--- config.mk ---
export PLATFORM = sky130hd
export DESIGN_NAME = puf_challenge_sequencer
export DESIGN_NICKNAME = d
export VERILOG_FILES = /design/src/rtl/puf_challenge_sequencer.sv
export SDC_FILE = /design/constraint.sdc
export NUM_CORES = 1
export LEC_CHECK = 0
export CORE_AREA = 2 2 77 79
export DETAILED_ROUTE_END_ITERATION = 12
export DIE_AREA = 0 0 79 81
export DONT_BUFFER_PORTS = 1
export MAX_ROUTING_LAYER = met4
export PLACE_DENSITY_LB_ADDON = 0.25
export SYNTH_ARGS = -nofsm -noshare
export SYNTH_HDL_FRONTEND = slang
export SYNTH_SLANG_ARGS = --single-unit
--- constraint.sdc ---
create_clock -name clk_i -period 2.9 [get_ports clk_i]
set_input_delay 0.29 -clock clk_i [delete_from_list [all_inputs] [get_ports clk_i]]
set_output_delay 0.29 -clock clk_i [all_outputs]
set_load 0.02 [all_outputs]
--- src/rtl/puf_challenge_sequencer.sv ---
// Arbiter-PUF challenge sequencer: walks RESP_BITS consecutive challenges from a seed and packs the decisions LSB first.
// Optional FIRE watchdog and sticky timeout_o flag are compiled in when PUF_TIMEOUT_EN is defined.
module puf_challenge_sequencer #(
`ifdef PUF_TIMEOUT_EN
    parameter int unsigned TIMEOUT_CYCLES = 64,
`endif
    parameter int unsigned SETTLE_CYCLES  = 4,
    parameter int unsigned RESP_BITS      = 16
) (
    input  logic                 clk_i,
    input  logic                 rst_i,
    input  logic                 start_i,
    input  logic [7:0]           seed_challenge_i,
    output logic [7:0]           puf_challenge_o,
    output logic                 puf_pulse_o,
    output logic                 puf_reset_o,
    input  logic                 puf_result_i,
    input  logic                 puf_done_i,
    output logic [RESP_BITS-1:0] response_o,
    output logic                 response_valid_o,
`ifdef PUF_TIMEOUT_EN
    output logic                 timeout_o,
`endif
    output logic                 busy_o
);

    localparam int unsigned IW = $clog2(RESP_BITS + 1);
`ifdef PUF_TIMEOUT_EN
    localparam int unsigned TW = $clog2(TIMEOUT_CYCLES + 1);
`endif

    typedef enum logic [2:0] {
        S_IDLE, S_ARM, S_SETTLE, S_FIRE, S_CAPTURE, S_FINISH
    } state_t;

    state_t                 state_q, state_d;
    logic [7:0]             chal_q, chal_d;
    logic [7:0]             cnt_q, cnt_d;
    logic [IW-1:0]          idx_q, idx_d, idx_inc;
    logic [RESP_BITS-1:0]   resp_q, resp_d;
    logic                   cap_bit;
`ifdef PUF_TIMEOUT_EN
    logic [TW-1:0]          wait_q, wait_d;
    logic                   timeout_q, timeout_d;
    logic                   tmo_hit_q, tmo_hit_d;
`endif

    always_ff @(posedge clk_i or posedge rst_i) begin
        if (rst_i) begin
            state_q   <= S_IDLE;
            chal_q    <= '0;
            cnt_q     <= '0;
            idx_q     <= '0;
            resp_q    <= '0;
`ifdef PUF_TIMEOUT_EN
            wait_q    <= '0;
            timeout_q <= 1'b0;
            tmo_hit_q <= 1'b0;
`endif
        end else begin
            state_q   <= state_d;
            chal_q    <= chal_d;
            cnt_q     <= cnt_d;
            idx_q     <= idx_d;
            resp_q    <= resp_d;
`ifdef PUF_TIMEOUT_EN
            wait_q    <= wait_d;
            timeout_q <= timeout_d;
            tmo_hit_q <= tmo_hit_d;
`endif
        end
    end

    always_comb begin
        state_d          = state_q;
        chal_d           = chal_q;
        cnt_d            = cnt_q;
        idx_d            = idx_q;
        resp_d           = resp_q;
        idx_inc          = idx_q + 1'b1;
        puf_pulse_o      = 1'b0;
        puf_reset_o      = 1'b0;
        response_valid_o = 1'b0;
        busy_o           = 1'b1;
`ifdef PUF_TIMEOUT_EN
        wait_d           = '0;
        timeout_d        = timeout_q;
        tmo_hit_d        = tmo_hit_q;
        // A timed-out challenge records 0 regardless of what the arbiter shows.
        cap_bit          = puf_result_i & ~tmo_hit_q;
`else
        cap_bit          = puf_result_i;
`endif

        case (state_q)
            S_IDLE: begin
                busy_o      = 1'b0;
                puf_reset_o = 1'b1;
                if (start_i) begin
                    chal_d    = seed_challenge_i;
                    cnt_d     = '0;
                    idx_d     = '0;
                    resp_d    = '0;
`ifdef PUF_TIMEOUT_EN
                    timeout_d = 1'b0;
`endif
                    state_d   = S_ARM;
                end
            end
            S_ARM: begin
                puf_reset_o = 1'b1;
                if (cnt_q == 8'(SETTLE_CYCLES - 1)) begin
                    cnt_d   = '0;
                    state_d = S_SETTLE;
                end else begin
                    cnt_d   = cnt_q + 8'd1;
                end
            end
            S_SETTLE: begin
                if (cnt_q == 8'(SETTLE_CYCLES - 1)) begin
                    cnt_d   = '0;
                    state_d = S_FIRE;
                end else begin
                    cnt_d   = cnt_q + 8'd1;
                end
            end
            S_FIRE: begin
                puf_pulse_o = 1'b1;
                if (puf_done_i) begin
                    state_d = S_CAPTURE;
`ifdef PUF_TIMEOUT_EN
                end else if (wait_q == TW'(TIMEOUT_CYCLES - 1)) begin
                    timeout_d = 1'b1;
                    tmo_hit_d = 1'b1;
                    state_d   = S_CAPTURE;
                end else begin
                    wait_d = wait_q + 1'b1;
`endif
                end
            end
            S_CAPTURE: begin
                for (int i = 0; i < int'(RESP_BITS); i++) begin
                    if (idx_q == IW'(i)) begin
                        resp_d[i] = cap_bit;
                    end
                end
                idx_d = idx_inc;
`ifdef PUF_TIMEOUT_EN
                tmo_hit_d = 1'b0;
`endif
                if (idx_inc < IW'(RESP_BITS)) begin
                    chal_d  = chal_q + 8'd1;
                    state_d = S_ARM;
                end else begin
                    state_d = S_FINISH;
                end
            end
            S_FINISH: begin
                puf_reset_o      = 1'b1;
                response_valid_o = 1'b1;
                state_d          = S_IDLE;
            end
            default: begin
                state_d = S_IDLE;
            end
        endcase
    end

    assign puf_challenge_o = chal_q;
    assign response_o      = resp_q;
`ifdef PUF_TIMEOUT_EN
    assign timeout_o       = timeout_q;
`endif

endmodule

==> impl_metrics.csv <==
group,metric,value,unit
outcome,result_of_the_run,"finished, final reports clean",
sta,timing.final.crit_share,75.6,%
global_route,antenna_found_initial,0,
final_layout,final-instance-count-excl-fill,290,
sta,max_slew_margin,54.1,%
cts,clock_insertion_delay_worst_skew,0.29,ns
worst_setup_path,worstPathArrival,2.38,ns
power,leakage,1.03,nW
worst_setup_path,critical_path.startpoint_type,"flip-flop",
die,core,5680,sq um
cts,cts.path.max_buffers,2,
die,start_util,38.4,%
sta,grt_setup_unrepaired,"false",
global_route,grt_use_met1,19.3,%
routing,totalWireLength,4.53,mm
global_route,grt.met3_usage,4.78,%
power,sequentialPowerShare,44.9,%
cts,tritoncts_clock_tree,"yes",
cts,htree_levels,2,
power,finalPower,2.42,mW
sta,period_minus_slack,2.19,ns
worst_setup_path,critical-path-top-delay-family,"compound AO/OA/AOI/OAI gates",
die,core.rowCount,28,
cts,number_of_cts_inserted_buffers,5,
worst_setup_path,cp_cell_sequence,"ha_1, and3_1, ha_1, a21oi_1, a21oi_1, o2bb2a_1",
power,power.clock.fraction,18.7,%
final_layout,drive_gt1_share,15.3,%
routing,ant_nets,0,
yosys,ys.flop_type,"dfrtp_1",
worst_setup_path,critical_path_cell_count,6,
power,intPower,1.36,mW
final_layout,fin_util,41.5,%
power,total_net_switching_power,1.06,mW
die,number_of_ports_placed_on_the_die_boundary,41,
worst_setup_path,reg2reg_depth,6,
worst_setup_path,slowest_stage,"a21oi_1",
power,sw_frac_of_total,43.8,%
yosys,fraction_of_registers_with_async_set_or_reset_after_synthesis,100,%
power,worst_ir_drop_vdd,0.408,mV
global_route,first_global_vias,1596,
place,buffer_ports.inserted,0,
yosys,syn_nets,232,
global_route,grt_most_used_layer,"met2",
worst_setup_path,worstPathRequired,3.08,ns
yosys,synth-edff-count,0,
sta,setup-violations-final,0,
final_layout,finalNetCount,234,
yosys,synth_common_cells,"40 x dfrtp_1, 25 x o21ai_0, 21 x nand2_1, 17 x mux2_2",
die,die_height,81,um
yosys,syn_avg_cell_area,10.3,sq um
yosys,synth_top_cell_area_share,46.0,%
yosys,syn_inst,212,
sta,max_clock_freq,0.456,GHz
die,design.die.area,6400,sq um
routing,num_vias,1593,
place,gpl.final_weighted_congestion,0.820,
worst_setup_path,critPathKind,"flip-flop to flip-flop",
routing,dr.first_iter.drc_count,81,
yosys,synth_seq_area_share,46.0,%
final_layout,n_antenna_cell,0,
yosys,yosys.cell_types.count,44,
yosys,syn-cell-area,2180,sq um
power,power.share.combinational,36.3,%
sta,worst_slew_pin_slew,0.687,ns
min_path,holdCritPathClass,"primary input to flip-flop",
global_route,global_route.usage.met2,24.2,%
final_layout,syn_to_final_growth,8.10,%
sta,worst_clock_skew,0.00346,ns
yosys,yosysTopAreaCell,"dfrtp_1",
worst_setup_path,worstPathMaxFanout,9,
routing,wl_per_cell,15.6,um
worst_setup_path,worstSetupEndpointType,"flip-flop",
routing,drt-vias-per-instance,5.49,
yosys,netlist_top_cells_area,"dfrtp_1 46%, mux2_2 8.8%, o21ai_0 5.7%",
worst_setup_path,cpPeakStageDelay,0.49,ns
sta,setup_tns,0,ns
cts,root_buffer,"clkbuf_8",
worst_setup_path,cp_num_buf_inv,0,
place,detailedPlacementHpwl,3.23,mm
sta,fin_worst_hold_slack,0.137,ns
cts,cts.reportedPaths.clkPinSlew,0.08,ns
global_route,grtUsageTotal,15.6,%
yosys,post-synth-top-count-cell,"dfrtp_1",
global_route,pin_count_of_the_biggest_net_entering_global_routing,24,
min_path,hold-path-cell-count,2,
final_layout,fill_cells,570,
place,dp.cells,281,
routing,first_pass_iters,4,
power,power_per_cell_area,1030,nW/um^2
routing,route.detailed.drc,0,
yosys,yosys_register_bits,40,
cts,tritoncts_num_sinks,40,
flow_run,number_of_max_cap_violations,0,
global_route,wire_length_of_the_first_global_routing_pass,7.64,mm
die,floorplan.die.width,79,um
global_route,grt.overflow.total,0,
sta,report.final.hold_viol_count,0,
yosys,yosysWarningCount,0,
sta,final_max_slew_viol_count,0,
cells by family after synthesis:
| family | after synthesis | share of synthesized area, % |
|---|---|---|
| multiplexers | 18 | 9.25 |
| AND/OR/NAND/NOR | 67 | 17.2 |
| flip-flops | 40 | 46.0 |
| XOR/XNOR | 5 | 2.87 |
| AO/OA/AOI/OAI | 60 | 17.2 |
| buffers and inverters | 15 | 3.50 |
| adder cells (fa/ha/maj) | 7 | 4.02 |
metal layers:
layer / up-vias / part of all wire [%]
li1: 781 / -
met1: 776 / 46
met2: 31 / 47
met3: 5 / 5.5
met4: 0 / 1.7
met5: - / 0
power by group through the flow:
stage / Combinational (mW) / Sequential (mW) / Clock [mW]
floorplan: 0.841 / 0.961 / 0
detailed placement: 0.882 / 1.10 / 0
finish: 0.879 / 1.09 / 0.453
global route: 0.997 / 1.12 / 0.488
global placement: 0.872 / 1.09 / 0
CTS: 0.885 / 1.09 / 0.466
layout make-up:
cell class	count	area, sq um	share of cell area (%)
multi-input combinational	157	1100	46.8
clock inverter	2	35.0	1.49
clock buffer	6	72.6	3.08
inverter	7	26.3	1.12
sequential	40	1000	42.5
timing repair buffer	3	25.0	1.06
tap	75	93.8	3.99
metrics by stage:
stage          area, sq um  setup WS [ns]
3_3_place_gp          2240          0.806
4_1_cts               2350          0.714
2_1_floorplan         2180          0.974
5_1_grt               2350          0.557
6_report              2350          0.707
3_5_place_dp          2240          0.725
sequential cells by signal, indices dropped and copies added, names as in the netlist:
name / cells
response_o: 16
cnt_q: 8
puf_challenge_o: 8
idx_q: 5
state_q: 3
worst reg2reg max path, delay by kind of cell, from the launching register on:
family / cells / cell delay (ns)
compound gates: 3 / 0.89
fa+ha+maj: 2 / 0.57
flops: 1 / 0.44
simple gates: 1 / 0.20
what timing repair did:
item | in CTS | in global routing
hold endpoints to repair | 5 | 0
buffers inserted | 0 | 0
resized for setup | 0 | 0
hold buffers | 1 | 0
placed cells by master, fill, tap and decap left out, types with 7 or more instances in the layout:
| cell type | count |
|---|---|
| nand3_1 | 11 |
| ha_1 | 7 |
| a21oi_1 | 11 |
| inv_1 | 7 |
| dfrtp_1 | 40 |
| o21ai_0 | 25 |
| mux2_2 | 17 |
| nand2_1 | 21 |
| nor2_1 | 10 |
final timing paths:
check | end | slack [ns] | start
worst max-delay path | puf_challenge_o[6]$_DFFE_PP0P_ | 0.71 | idx_q[0]$_DFFE_PP0P_
worst min-delay path | puf_challenge_o[1]$_DFFE_PP0P_ | 0.14 | seed_challenge_i[1]
worst max register to register | puf_challenge_o[6]$_DFFE_PP0P_ | 0.71 | idx_q[0]$_DFFE_PP0P_
worst min register to register | cnt_q[7]$_DFFE_PP0P_ | 0.54 | cnt_q[7]$_DFFE_PP0P_
max in group asynchronous | cnt_q[2]$_DFFE_PP0P_ | 1.59 | rst_i
min in group asynchronous | response_o[9]$_DFFE_PP0P_ | 0.54 | rst_i
Note: power is estimated with default switching activity, not from simulation.
